==> config.mk <==
export PLATFORM = sky130hd
export DESIGN_NAME = uart_rx_ctrl
export DESIGN_NICKNAME = d
export VERILOG_FILES = /design/src/rtl/uart_rx_ctrl.sv
export SDC_FILE = /design/constraint.sdc
export NUM_CORES = 1
export LEC_CHECK = 0
export ABC_CLOCK_PERIOD_IN_PS = 8900
export CAP_MARGIN = 15
export CORE_ASPECT_RATIO = 1.25
export CORE_UTILIZATION = 40
export DETAILED_ROUTE_END_ITERATION = 8
export PLACE_DENSITY_LB_ADDON = 0.2
export SLEW_MARGIN = 0
export SYNTH_ARGS = -nofsm -noshare
export SYNTH_HDL_FRONTEND = slang
export SYNTH_SLANG_ARGS = --single-unit
==> constraint.sdc <==
create_clock -name clk_i -period 8.9 [get_ports clk_i]
set_clock_uncertainty 0.2 [all_clocks]
set_input_delay 1.78 -clock clk_i [delete_from_list [all_inputs] [get_ports clk_i]]
set_output_delay 1.78 -clock clk_i [all_outputs]
set_load 0.01 [all_outputs]
==> src/rtl/uart_rx_ctrl.sv <==
// Receive-side sequencing for uart_rx: enable gating, frame watchdog, byte FIFO and interrupts.
// The bit-level datapath stays in uart_rx; this block only decides when it runs and what happens to its bytes.
//
// state | meaning
// OFF   | receiver disabled, rx_en_o low
// IDLE  | enabled, waiting for a start bit; idle timeout may run
// BUSY  | frame in progress, watchdog counting bit-times
// DRAIN | enable dropped mid-frame; finish the frame, then OFF
module uart_rx_ctrl #(
    parameter int DEPTH = 16,
    parameter int LVL_W = $clog2(DEPTH) + 1
) (
    input  logic             clk_i,
    input  logic             rst_ni,
    input  logic             enable_i,
    input  logic [15:0]      clks_per_bit_i,
    input  logic [LVL_W-1:0] watermark_i,
    input  logic [7:0]       timeout_bits_i,
    input  logic             flush_i,
    input  logic             clr_status_i,
    input  logic             rx_start_i,
    input  logic             rx_done_i,
    input  logic [7:0]       rx_data_i,
    output logic             rx_en_o,
    input  logic             rd_req_i,
    output logic [7:0]       rd_data_o,
    output logic             rd_valid_o,
    output logic [LVL_W-1:0] level_o,
    output logic             empty_o,
    output logic             full_o,
    output logic             busy_o,
    output logic             irq_wm_o,
    output logic             irq_to_o,
    output logic             irq_ovf_o,
    output logic             irq_abort_o
);

    localparam int PTR_W = LVL_W - 1;

    typedef enum logic [1:0] {S_OFF, S_IDLE, S_BUSY, S_DRAIN} state_t;

    state_t           state, state_nxt;
    logic [7:0]       mem [DEPTH];
    logic [PTR_W-1:0] wr_ptr, rd_ptr;
    logic [LVL_W-1:0] level;
    logic             push_ok, pop_ok, drop;
    logic             start_q, start_rise;
    logic [15:0]      div_cnt, div_load;
    logic             tick, restart;
    logic [3:0]       wd_cnt;
    logic             in_frame, wd_expire, enter_busy, enter_idle;
    logic [7:0]       to_cnt;
    logic             to_active, to_set;

    assign level_o  = level;
    assign empty_o  = (level == '0);
    assign full_o   = (level == LVL_W'(DEPTH));
    assign irq_wm_o = (watermark_i != '0) && (level >= watermark_i);

    // Flush swallows both sides of the FIFO for the cycle it is asserted.
    assign pop_ok  = rd_req_i && !empty_o && !flush_i;
    assign push_ok = rx_done_i && !flush_i && (!full_o || pop_ok);
    assign drop    = rx_done_i && !flush_i && full_o && !pop_ok;

    assign start_rise = rx_start_i && !start_q;
    assign div_load   = (clks_per_bit_i <= 16'd1) ? 16'd0 : clks_per_bit_i - 16'd1;
    assign tick       = (div_cnt == 16'd0);
    assign in_frame   = (state == S_BUSY) || (state == S_DRAIN);
    assign wd_expire  = in_frame && tick && (wd_cnt == 4'd1);

    always_comb begin
        state_nxt = state;
        case (state)
            S_OFF:   if (enable_i) state_nxt = S_IDLE;
            S_IDLE:  begin
                if (!enable_i)       state_nxt = S_OFF;
                else if (start_rise) state_nxt = S_BUSY;
            end
            S_BUSY:  begin
                if (rx_done_i || wd_expire) state_nxt = enable_i ? S_IDLE : S_OFF;
                else if (!enable_i)         state_nxt = S_DRAIN;
            end
            S_DRAIN: if (rx_done_i || wd_expire) state_nxt = S_OFF;
            default: state_nxt = S_OFF;
        endcase
    end

    assign enter_busy = (state == S_IDLE) && (state_nxt == S_BUSY);
    assign enter_idle = (state != S_IDLE) && (state_nxt == S_IDLE);
    // The shared divider is re-phased whenever a new interval starts; BUSY->DRAIN keeps the frame's phase.
    assign restart    = enter_busy || enter_idle || ((push_ok || pop_ok) && !in_frame);

    assign to_active = (state == S_IDLE) && !empty_o && (timeout_bits_i != 8'd0)
                       && tick && (to_cnt != 8'd0);
    assign to_set    = to_active && (to_cnt == 8'd1);

    always_ff @(posedge clk_i or negedge rst_ni) begin
        if (!rst_ni) begin
            state       <= S_OFF;
            rx_en_o     <= 1'b0;
            busy_o      <= 1'b0;
            wd_cnt      <= 4'd0;
            irq_abort_o <= 1'b0;
        end else begin
            state       <= state_nxt;
            rx_en_o     <= (state_nxt != S_OFF);
            busy_o      <= (state_nxt == S_BUSY);
            irq_abort_o <= wd_expire || (irq_abort_o && !clr_status_i);
            if (enter_busy)
                wd_cnt <= 4'd10;
            else if (in_frame && tick && (wd_cnt != 4'd0))
                wd_cnt <= wd_cnt - 4'd1;
        end
    end

    always_ff @(posedge clk_i or negedge rst_ni) begin
        if (!rst_ni) begin
            start_q   <= 1'b0;
            div_cnt   <= 16'd0;
            to_cnt    <= 8'd0;
            irq_to_o  <= 1'b0;
            irq_ovf_o <= 1'b0;
        end else begin
            start_q   <= rx_start_i;
            irq_to_o  <= to_set || (irq_to_o && !clr_status_i);
            irq_ovf_o <= drop || (irq_ovf_o && !clr_status_i);
            if (restart || tick)
                div_cnt <= div_load;
            else
                div_cnt <= div_cnt - 16'd1;
            // Counter parks at zero after firing so the irq is raised only once per idle stretch.
            if (restart)
                to_cnt <= timeout_bits_i;
            else if (to_active)
                to_cnt <= to_cnt - 8'd1;
        end
    end

    always_ff @(posedge clk_i or negedge rst_ni) begin
        if (!rst_ni) begin
            wr_ptr     <= '0;
            rd_ptr     <= '0;
            level      <= '0;
            rd_data_o  <= 8'h00;
            rd_valid_o <= 1'b0;
        end else begin
            rd_valid_o <= pop_ok;
            if (flush_i) begin
                wr_ptr <= '0;
                rd_ptr <= '0;
                level  <= '0;
            end else begin
                if (push_ok) wr_ptr <= wr_ptr + PTR_W'(1);
                if (pop_ok) begin
                    rd_ptr    <= rd_ptr + PTR_W'(1);
                    rd_data_o <= mem[rd_ptr];
                end
                if (push_ok && !pop_ok)
                    level <= level + LVL_W'(1);
                else if (pop_ok && !push_ok)
                    level <= level - LVL_W'(1);
            end
        end
    end

    always_ff @(posedge clk_i) begin
        if (push_ok) mem[wr_ptr] <= rx_data_i;
    end

endmodule

==> Word-level counts from Yosys, hierarchy flattened <==
Memories as Yosys holds them, arrays and structs flattened. A register that Yosys moved wholly into a read port is not among the register bits.
Cells that the tools add are included.
W data, S select, Z words.
{ "op_classes": {"add_sub_neg": 8, "n_mul": 0, "n_div": 0, "n_lt_le_gt_ge": 2, "n_eq_ne": 9, "shifts": 0, "muxes": 23, "n_bitwise": 1, "reduce_logical": 57} }
{ "ops": {"columns": ["cell", "n"], "rows": [
  ["$mux W16", 2],
  ["$sub A16 B1 Y16 const B", 2],
  ["$logic_and A1 B1 Y1", 24],
  ["$mux W4", 6],
  ["$le A16 B1 Y1 const B", 1],
  ["$logic_not A16 Y1", 1],
  ["$mux W8", 2],
  ["$reduce_bool A8 Y1", 2],
  ["$mux W5", 3],
  ["$mux W2", 6],
  ["$logic_or A1 B1 Y1", 10],
  ["$reduce_bool A2 Y1", 5],
  ["$logic_not A1 Y1", 9],
  ["$add A4 B1 Y4 const B", 2],
  ["$eq A8 B1 Y1 const B", 1],
  ["$pmux W2 S4", 1],
  ["$sub A8 B1 Y8 const B", 1],
  ["$eq A2 B2 Y1 const B", 3],
  ["$add A5 B1 Y5 const B", 1],
  ["$eq A5 B5 Y1 const B", 1],
  ["$ge A5 B5 Y1", 1],
  ["$logic_not A5 Y1", 1],
  ["$reduce_bool A5 Y1", 1],
  ["$sub A5 B1 Y5 const B", 1],
  ["other kinds (10)", 13]
]} }
{ "word_totals": {"register_bits": 50, "latch_bits": 0, "mem_bits_rw": 128, "rom_bits": 0, "input_bits": 45, "output_inout_bits": 22, "word_cells": 115, "n_memories": 1} }
{ "memory_table": {"columns": ["memory", "depth", "word_bits", "rd", "rd_clocked_by_memory_dff", "wr", "line_no", "source"], "rows": [
  ["mem", 16, 8, 1, 1, 1, "43", "logic [7:0] mem [DEPTH];"]
]} }

==> Longest topological paths before layout <==
{ "logic_depth": {"word_depth": 13, "mapped_depth": 12, "mapped_depth_nobuf": 11} }

==> Worst setup path before layout <==
OpenSTA, ideal clock, no wires.
{ "synth_timing": {"kind": "input to output", "start": "input port watermark_i[0]", "end": "output port irq_wm_o", "arrival_time_ps": 2857, "required_ps": 6920, "setup_slack_ps": 4063, "path_stages": 7, "n_path_buf": 0, "cell_sequence": "ha_1 -> nand2b_1 -> a21o_1 -> a21o_1 -> a21o_1 -> a21oi_1 -> a21oi_1"} }
{ "synth_between": {"elab_chain_len": 2, "word_cells_on_any_way": 3, "classes_between": "order compare (1); reduce/logical (2)"} }
{ "synth_rtl": {"columns": ["item", "line_no", "source"], "rows": [
  ["start: declaration", "17", "input logic [LVL_W-1:0] watermark_i,"],
  ["$ge A5 B5 Y1 or $reduce_bool A5 Y1 (tied branches)", "58", "assign irq_wm_o = (watermark_i != '0) && (level >= watermark_i);"],
  ["$logic_and A1 B1 Y1 (*)", "58", null],
  ["end: declaration", "32", "output logic irq_wm_o,"]
]} }
Every way passes the cells marked *; elsewhere a longest branch is shown, timed or not.

==> Final worst setup path <==
Ends and elaborated chain as after synthesis.

==> results_tabular.tex <==
\begin{tabular}{lr}
\hline
Metric & Value \\
\hline
\multicolumn{2}{l}{\textbf{Setup path}} \\
Data arrival time of the critical path & $\sim$3.9 ns \\
Worst r2r path cells & 11 \\
Maximum single-stage delay on the critical path & 0.50 ns \\
Worst setup path endpoint & irq\_wm\_o \\
Data required time at the worst endpoint & roughly 6.9 ns \\
Library cell appearing most often on the critical path & sky130\_fd\_sc\_hd\_\_a21o\_1 \\
Setup crit start & watermark\_i[0] \\
Kind of start point of the critical path & input pin \\
Slowest CP cell & sky130\_fd\_sc\_hd\_\_clkdlybuf4s50\_1 \\
Reg2reg end & level\_o[4] \\
Worst r2r src & level\_o[1] \\
Worst setup EP type & primary output \\
Ordered cell list for the critical path & clkdlybuf4s50\_1 > ha\_1 > nand2b\_1 > a21o\_1 > a21o\_1 > a21o\_1 > a21oi\_1 > a21oi\_1 > clkdlybuf4s50\_1 \\
Crit. path cell count & 9 \\
Worst Setup Path Type & input pin to primary output \\
Kind of cell with the highest combined delay on the critical path & buffers and inverters \\
Max FO, Critical Path & 2 \\
Register-to-register path setup slack & between 5 and 6 ns \\
WP buf/inv & 2 \\
\multicolumn{2}{l}{\textbf{Clock tree}} \\
Post-CTS setup repair buffer count & 0 \\
Clock sink count & $\sim$190 \\
Number of cells upsized or downsized after cts & 0 \\
Hold buffers post-CTS & 0 \\
CTS root buf & sky130\_fd\_sc\_hd\_\_clkbuf\_16 \\
Maximum buffer depth of the clock tree & 2 \\
Skew-Pair Late Insertion Delay & 0.43 ns \\
Maximum level of the CTS H-tree & 4 \\
Total clock buffers created by CTS & 17 \\
Clk slew on worst S/H paths & 0.07 ns \\
CTS tree & yes \\
\multicolumn{2}{l}{\textbf{Drt}} \\
DRC violation count after routing & 0 \\
Wire length on met3 & approximately 960 µm \\
Avg WL per Cell & 19.23 µm \\
Post-Route M1 WL & between 7000 and 8000 µm \\
Highest metal layer with signal wires & met4 \\
Drt initial violations & between 200 and 250 \\
Remaining antenna violation count & 0 \\
Via Count & approximately 4.9k \\
Amount of wire on met2 after detailed routing & 9096 µm \\
Total Wirelength & 17870 µm \\
Drt first pass iters & 4 \\
Via density per instance & 5.287 \\
\multicolumn{2}{l}{\textbf{STA}} \\
Total negative setup slack & 0 ns \\
Unrepaired setup endpoints after global routing & no \\
Setup slack after layout & 3.055 ns \\
Max\_slew headroom & 0.3261 \\
Count of final max-slew check failures & 0 \\
Final cycle utilization of the critical path & 0.6568 \\
Transition time of the tightest slew-check pin & between 1 and 1.5 ns \\
Count of endpoints failing setup in the final report & 0 \\
Max frequency & between 150 and 200 MHz \\
Clock period minus final worst setup slack & 5.845 ns \\
Final Hold Vio Count & 0 \\
\multicolumn{2}{l}{\textbf{Synth}} \\
Most instantiated library cell after synthesis & sky130\_fd\_sc\_hd\_\_edfxtp\_1 \\
Proportion of netlist area held by the largest area contributor & 0.4520 \\
Post-Synthesis Mean Instance Area & about 15 µm² \\
Number of distinct library cells after synthesis & 51 \\
Most used DFF post-synth & sky130\_fd\_sc\_hd\_\_edfxtp\_1 \\
Synth area leaders & sky130\_fd\_sc\_hd\_\_edfxtp\_1, sky130\_fd\_sc\_hd\_\_dfrtp\_1, sky130\_fd\_sc\_hd\_\_mux4\_2 \\
Synth Warn \# & 0 \\
Synthesized netlist net count & 643 \\
Total standard cell area after synthesis & approximately 8500 µm² \\
Fraction of the yosys area taken by sequential cells & 0.6227 \\
Async set-reset flop share out of synthesis & 0.3118 \\
Number of standard cells after synthesis & 575 \\
Number of flops mapped to enable cells by yosys & $\sim$130 \\
FF+latch count, synth & approximately 190 \\
Cell types with the highest counts after synthesis & sky130\_fd\_sc\_hd\_\_edfxtp\_1, sky130\_fd\_sc\_hd\_\_dfrtp\_1, sky130\_fd\_sc\_hd\_\_mux4\_2 \\
Cell accounting for the most synthesized area & sky130\_fd\_sc\_hd\_\_edfxtp\_1 \\
\multicolumn{2}{l}{\textbf{Floorplanning}} \\
Standard-cell rows & 59 \\
Area of the core & 20820 µm² \\
Floorplan die height & approximately 170 µm \\
I/O pin total & 67 \\
Total Die Area & 21850 µm² \\
Starting utilization of the core area & 0.4085 \\
Overall die width & 132.4 µm \\
\multicolumn{2}{l}{\textbf{Global routing}} \\
Remaining Overflow, GRT & 0 \\
Antenna violations before repair & 0 \\
Vias in the first global route & approximately 5.1k \\
Overall routing resource usage & 0.1739 \\
Largest net degree at the start of global routing & just under 60 \\
First-pass GRT wire length & roughly 28000 µm \\
\multicolumn{2}{l}{\textbf{Power and ir drop}} \\
Net switching fraction of the power & 0.2724 \\
Power Dens Cells & 237.9 nW/µm² \\
Portion of total power attributed to sequential cells & 0.454 \\
Switching power & between 0.0006 and 0.0007 W \\
Lkg Pwr & 3.568 nW \\
Clock group share of total power & 0.322 \\
Largest voltage drop on the vdd net & between 0.1 and 0.15 mV \\
Cell Int Power & 0.001734 W \\
Share of power burned in combinational logic & 0.225 \\
\multicolumn{2}{l}{\textbf{Run status}} \\
Outcome & completed \\
\multicolumn{2}{l}{\textbf{Placement}} \\
Final GP Congestion & slightly above 0.8 \\
Total half-perimeter wirelength after legalization and detailed placement & 11760 µm \\
Worst setup slack after placement & 3.054 ns \\
Number of input and output port buffers inserted & between 60 and 70 \\
\multicolumn{2}{l}{\textbf{Layout}} \\
Fraction of layout instances using a drive strength above 1 & 0.1466 \\
Filler cells & 1848 \\
Fin nets & 710 \\
Number of diodes added for antenna fixing & 0 \\
Area delta synth->final & 17.83\% \\
\multicolumn{2}{l}{\textbf{Min path}} \\
HP Class & register to register \\
\multicolumn{2}{l}{\textbf{Flow run}} \\
Max-cap violations & 0 \\
\hline
\end{tabular}
[flip-flops by register name, summed over array words and instances (netlist names), 2 cells and up]
signal,flops
wd_cnt,4
mem,128
wr_ptr,4
rd_data_o,8
rd_ptr,4
to_cnt,8
state,2
div_cnt,16
level_o,5
[metrics by stage]
| stage | power [W] | cells | cell area, µm² | hold slack [ns] | utilization |
|---|---|---|---|---|---|
| 2_1_floorplan | 0.001439 | 575 | 8503 | 0.2787 | - |
| 3_3_place_gp | 0.001625 | 897 | 9424 | 0.2895 | 0.4527 |
| 3_5_place_dp | 0.001643 | 897 | 9424 | 0.2951 | 0.4527 |
| 4_1_cts | 0.002413 | 929 | 10020 | 0.3103 | 0.4813 |
| 5_1_grt | 0.002497 | 929 | 10020 | 0.3329 | 0.4813 |
| 6_report | 0.002384 | 929 | 10020 | 0.3069 | 0.4813 |
[layer usage]
layer / vias to the layer above / global-route usage
met5: - / 0
met4: 0 / 0.07262
met3: 24 / 0.03438
met2: 106 / 0.3026
met1: 2473 / 0.2118
li1: 2309 / -
[placed cells by master, fill, tap and decap left out, types with 2 or more instances in the layout]
cell type / count
sky130_fd_sc_hd__clkinv_2: 2
sky130_fd_sc_hd__clkbuf_16: 17
sky130_fd_sc_hd__nor4_1: 10
sky130_fd_sc_hd__edfxtp_1: 128
sky130_fd_sc_hd__nand3_1: 22
sky130_fd_sc_hd__xor2_1: 17
sky130_fd_sc_hd__a21o_1: 7
sky130_fd_sc_hd__nand2b_1: 6
sky130_fd_sc_hd__clkdlybuf4s50_1: 65
sky130_fd_sc_hd__and3_1: 4
sky130_fd_sc_hd__ha_1: 22
sky130_fd_sc_hd__bufinv_16: 3
sky130_fd_sc_hd__or4_1: 4
sky130_fd_sc_hd__mux2_2: 17
sky130_fd_sc_hd__o31ai_1: 3
sky130_fd_sc_hd__o21ai_0: 10
sky130_fd_sc_hd__nor2_1: 31
sky130_fd_sc_hd__inv_1: 22
sky130_fd_sc_hd__clkinv_1: 2
sky130_fd_sc_hd__dfrtp_2: 2
sky130_fd_sc_hd__nand4_1: 6
sky130_fd_sc_hd__xnor2_1: 23
sky130_fd_sc_hd__mux2i_1: 6
sky130_fd_sc_hd__o21a_1: 3
sky130_fd_sc_hd__nand2_1: 29
sky130_fd_sc_hd__mux4_2: 40
sky130_fd_sc_hd__o21ai_1: 12
sky130_fd_sc_hd__dfrtp_1: 56
sky130_fd_sc_hd__and2_1: 19
sky130_fd_sc_hd__nor3_1: 10
sky130_fd_sc_hd__or3_1: 4
sky130_fd_sc_hd__a21oi_1: 11
sky130_fd_sc_hd__inv_6: 4
sky130_fd_sc_hd__a211o_1: 2
sky130_fd_sc_hd__nor2b_1: 4
sky130_fd_sc_hd__nand3b_1: 3
sky130_fd_sc_hd__nor3b_1: 5
sky130_fd_sc_hd__buf_4: 2
sky130_fd_sc_hd__clkinvlp_4: 2
[worst register-to-register path, cell delays in order (launching register included)]
cell and delay (ns):
sky130_fd_sc_hd__dfrtp_1 0.50, sky130_fd_sc_hd__or4_1 0.33, sky130_fd_sc_hd__or2_2 0.17, sky130_fd_sc_hd__nor3b_1 0.75, sky130_fd_sc_hd__o21ai_0 0.46, sky130_fd_sc_hd__fa_1 0.53, sky130_fd_sc_hd__a21o_1 0.18, sky130_fd_sc_hd__a21o_1 0.23
sky130_fd_sc_hd__mux2i_1 0.16, sky130_fd_sc_hd__nand2_1 0.06, sky130_fd_sc_hd__o21ai_0 0.08, sky130_fd_sc_hd__a21oi_1 0.08
[power groups by stage]
stage	registers [W]	clock network [W]	logic, W
3_3_place_gp	0.00110	0	0.000527
4_1_cts	0.00108	0.000784	0.000544
2_1_floorplan	0.00108	0	0.000360
3_5_place_dp	0.00110	0	0.000541
6_report	0.00108	0.000767	0.000535
5_1_grt	0.00110	0.000816	0.000586
[worst min-delay path by stage]
| stage | startpoint | to | slack (ns) | depth (start not counted) |
|---|---|---|---|---|
| 4_1_cts | rd_data_o[4] | rd_data_o[4] | 0.31 | 1 |
| 6_report | rd_data_o[4] | rd_data_o[4] | 0.31 | 1 |
| 3_5_place_dp | rd_data_o[4] | rd_data_o[4] | 0.30 | 1 |
| 2_1_floorplan | div_cnt[0] | div_cnt[0] | 0.28 | 1 |
| 5_1_grt | rd_data_o[3] | rd_data_o[3] | 0.33 | 1 |
| 3_3_place_gp | rd_data_o[5] | rd_data_o[5] | 0.29 | 1 |
[final cells by class]
cell class | count | area [µm²] | share of cell area
flip-flops and latches | 186 | 5298 | 0.5287
well taps | 274 | 342.8 | 0.03422
clock buffers | 18 | 429.2 | 0.04283
multi-input cells | 347 | 3030 | 0.3024
inverters | 22 | 82.58 | 0.008242
repair buffers | 68 | 670.6 | 0.06693
clock inverters | 14 | 166.4 | 0.01661
[logic make-up (layout without fill, tap and decap cells)]
family,count (synthesis),in the layout,synth area share
XOR/XNOR,40,40,0.04120
AND/OR/NAND/NOR,164,164,0.1026
flip-flops,186,186,0.6227
buffers and inverters,42,122,0.02089
multiplexers,63,63,0.1355
AO/OA/AOI/OAI,57,57,0.04238
adder cells (fa/ha/maj),23,23,0.03473
No activity file was read; power rests on OpenSTA's default activity.
==> edit: new RTL, same flow settings <==
Put one more register stage on the output `irq_to_o`, with the module's reset. The value now appears one clock later. The other outputs are not delayed to match.
--- a/src/rtl/uart_rx_ctrl.sv
+++ b/src/rtl/uart_rx_ctrl.sv
@@ -40,2 +40,4 @@
     typedef enum logic [1:0] {S_OFF, S_IDLE, S_BUSY, S_DRAIN} state_t;
+
+    logic irq_to_s0;
 
@@ -120,3 +122,3 @@
             to_cnt    <= 8'd0;
-            irq_to_o  <= 1'b0;
+            irq_to_s0 <= 1'b0;
             irq_ovf_o <= 1'b0;
@@ -124,3 +126,3 @@
             start_q   <= rx_start_i;
-            irq_to_o  <= to_set || (irq_to_o && !clr_status_i);
+            irq_to_s0 <= to_set || (irq_to_s0 && !clr_status_i);
             irq_ovf_o <= drop || (irq_ovf_o && !clr_status_i);
@@ -169,2 +171,10 @@
 
+    always_ff @(posedge clk_i or negedge rst_ni) begin
+        if (!rst_ni) begin
+            irq_to_o <= '0;
+        end else begin
+            irq_to_o <= irq_to_s0;
+        end
+    end
+
 endmodule
Function: changed (a bounded check fails within 4 cycles, from zero or initial values and one cycle with rst_ni low).
==> edit against the original RTL <==
Sequential cell count rose by 1; worst setup slack better by 0.015 ns; clock power about the same; largest power group unchanged; largest cell class unchanged; area after synthesis about the same; critical path type unchanged; cell area is 0.97% higher; worst hold slack worse by 0.12 ns; total power grew 2.1%; sequential share of layout area is 0.26 points lower; wire length shrank 2.5%.
==> edit: results (changes against the original RTL) <==
| Quantity | Reported | Unit | vs unedited |
|:---|:---|:---|:---|
| Post-placement cell area | 0.009517 | mm^2 | was 0.009424 mm^2 |
| Setup WS pre-CTS | 3.051 | ns | was 3.054 ns |
| Initial drt markers | 238 | - | was 230 |
| Fraction of layout instances using a drive strength above 1 | 0.1657 | - | was 0.1466 |
| Final Instance Count excl. Fillers | 938 | - | was 929 |
| Number of clock buffers in the layout | 19 | - | was 18 |
| Clock buffers and inverters, area share | 0.05936 | - | was 0.05944 |
| Final HPWL from detailed placement | 11.70 | mm | was 11.76 mm |
| Number of distinct library cells after synthesis | 50 | - | was 51 |
| Largest cells by area after synthesis | edfxtp_1 (45%), dfrtp_1 (17%), mux4_2 (11%), ha_1 (3.2%), xor2_1 (2.6%) | - | was edfxtp_1 (45%), dfrtp_1 (17%), mux4_2 (11%), ha_1 (3.2%), xnor2_1 (2.4%) |
| Number of nets in the final layout | 719 | - | was 710 |
| Static Leak | 0.003534 | uW | was 0.003568 uW |
| Fraction of cell area in non-clock buffers | 0.07000 | - | was 0.06693 |
| Post-route worst hold slack | 0.1905 | ns | was 0.3069 ns |
| Vias/cell | 5.276 | - | was 5.287 |
| Endpoint with the worst hold slack | irq_to_o$_DFF_PN0_ | - | was rd_data_o[4]$_DFFE_PN0P_ |
| Yosys reg bits | 187 | - | was 186 |
| Non-clock inverter total of the final layout | 28 | - | was 22 |
| Sequential area share after synthesis | 0.6253 | - | was 0.6227 |
| Ys async rst share | 0.3155 | - | was 0.3118 |
| Finished Core Util | 0.4860 | - | was 0.4813 |
| Actual slew at the worst max-slew pin | 1.117 | ns | was 1.007 ns |
| Maximum number of pins on one net before global-route repair | 60 | - | was 59 |
| Total area of multi-input combinational cells | 0.003038 | mm^2 | was 0.003030 mm^2 |
| Sequential cell area share | 0.5261 | - | was 0.5287 |
| Global-route wire length before repair | 27.61 | mm | was 27.98 mm |
| Run status | finished clean | - | unchanged |
| Internal power | 1760 | uW | was 1734 uW |
| Seq. cell area | 0.005323 | mm^2 | was 0.005298 mm^2 |
-- edit: layer usage --
| metal | GRT usage | wire (um) | vias to the layer above | part of all wire |
|---|---|---|---|---|
| li1 | - | - | 2321 | - |
| met5 | 0 | 0 | - | 0 |
| met1 | 0.2077 | 7286 | 2489 | 0.42 |
| met4 | 0.06374 | 240 | 0 | 0.014 |
| met2 | 0.3043 | 9171 | 123 | 0.53 |
| met3 | 0.03205 | 722 | 16 | 0.041 |
-- edit: power groups by stage --
stage               clock network, uW  registers, uW  logic, uW
finish                            766           1100        564
global route                      819           1120        623
CTS                               782           1110        575
detailed placement                  0           1120        572
global placement                    0           1120        561
floorplan                           0           1100        388
-- edit: cell families after synthesis --
| family | after synthesis | synth area share |
|---|---|---|
| compound gates | 61 | 0.04838 |
| fa+ha+maj | 23 | 0.03471 |
| mux | 55 | 0.1254 |
| buf+inv | 48 | 0.02294 |
| xor+xnor | 43 | 0.04426 |
| simple gates | 162 | 0.09897 |
| flops | 187 | 0.6253 |
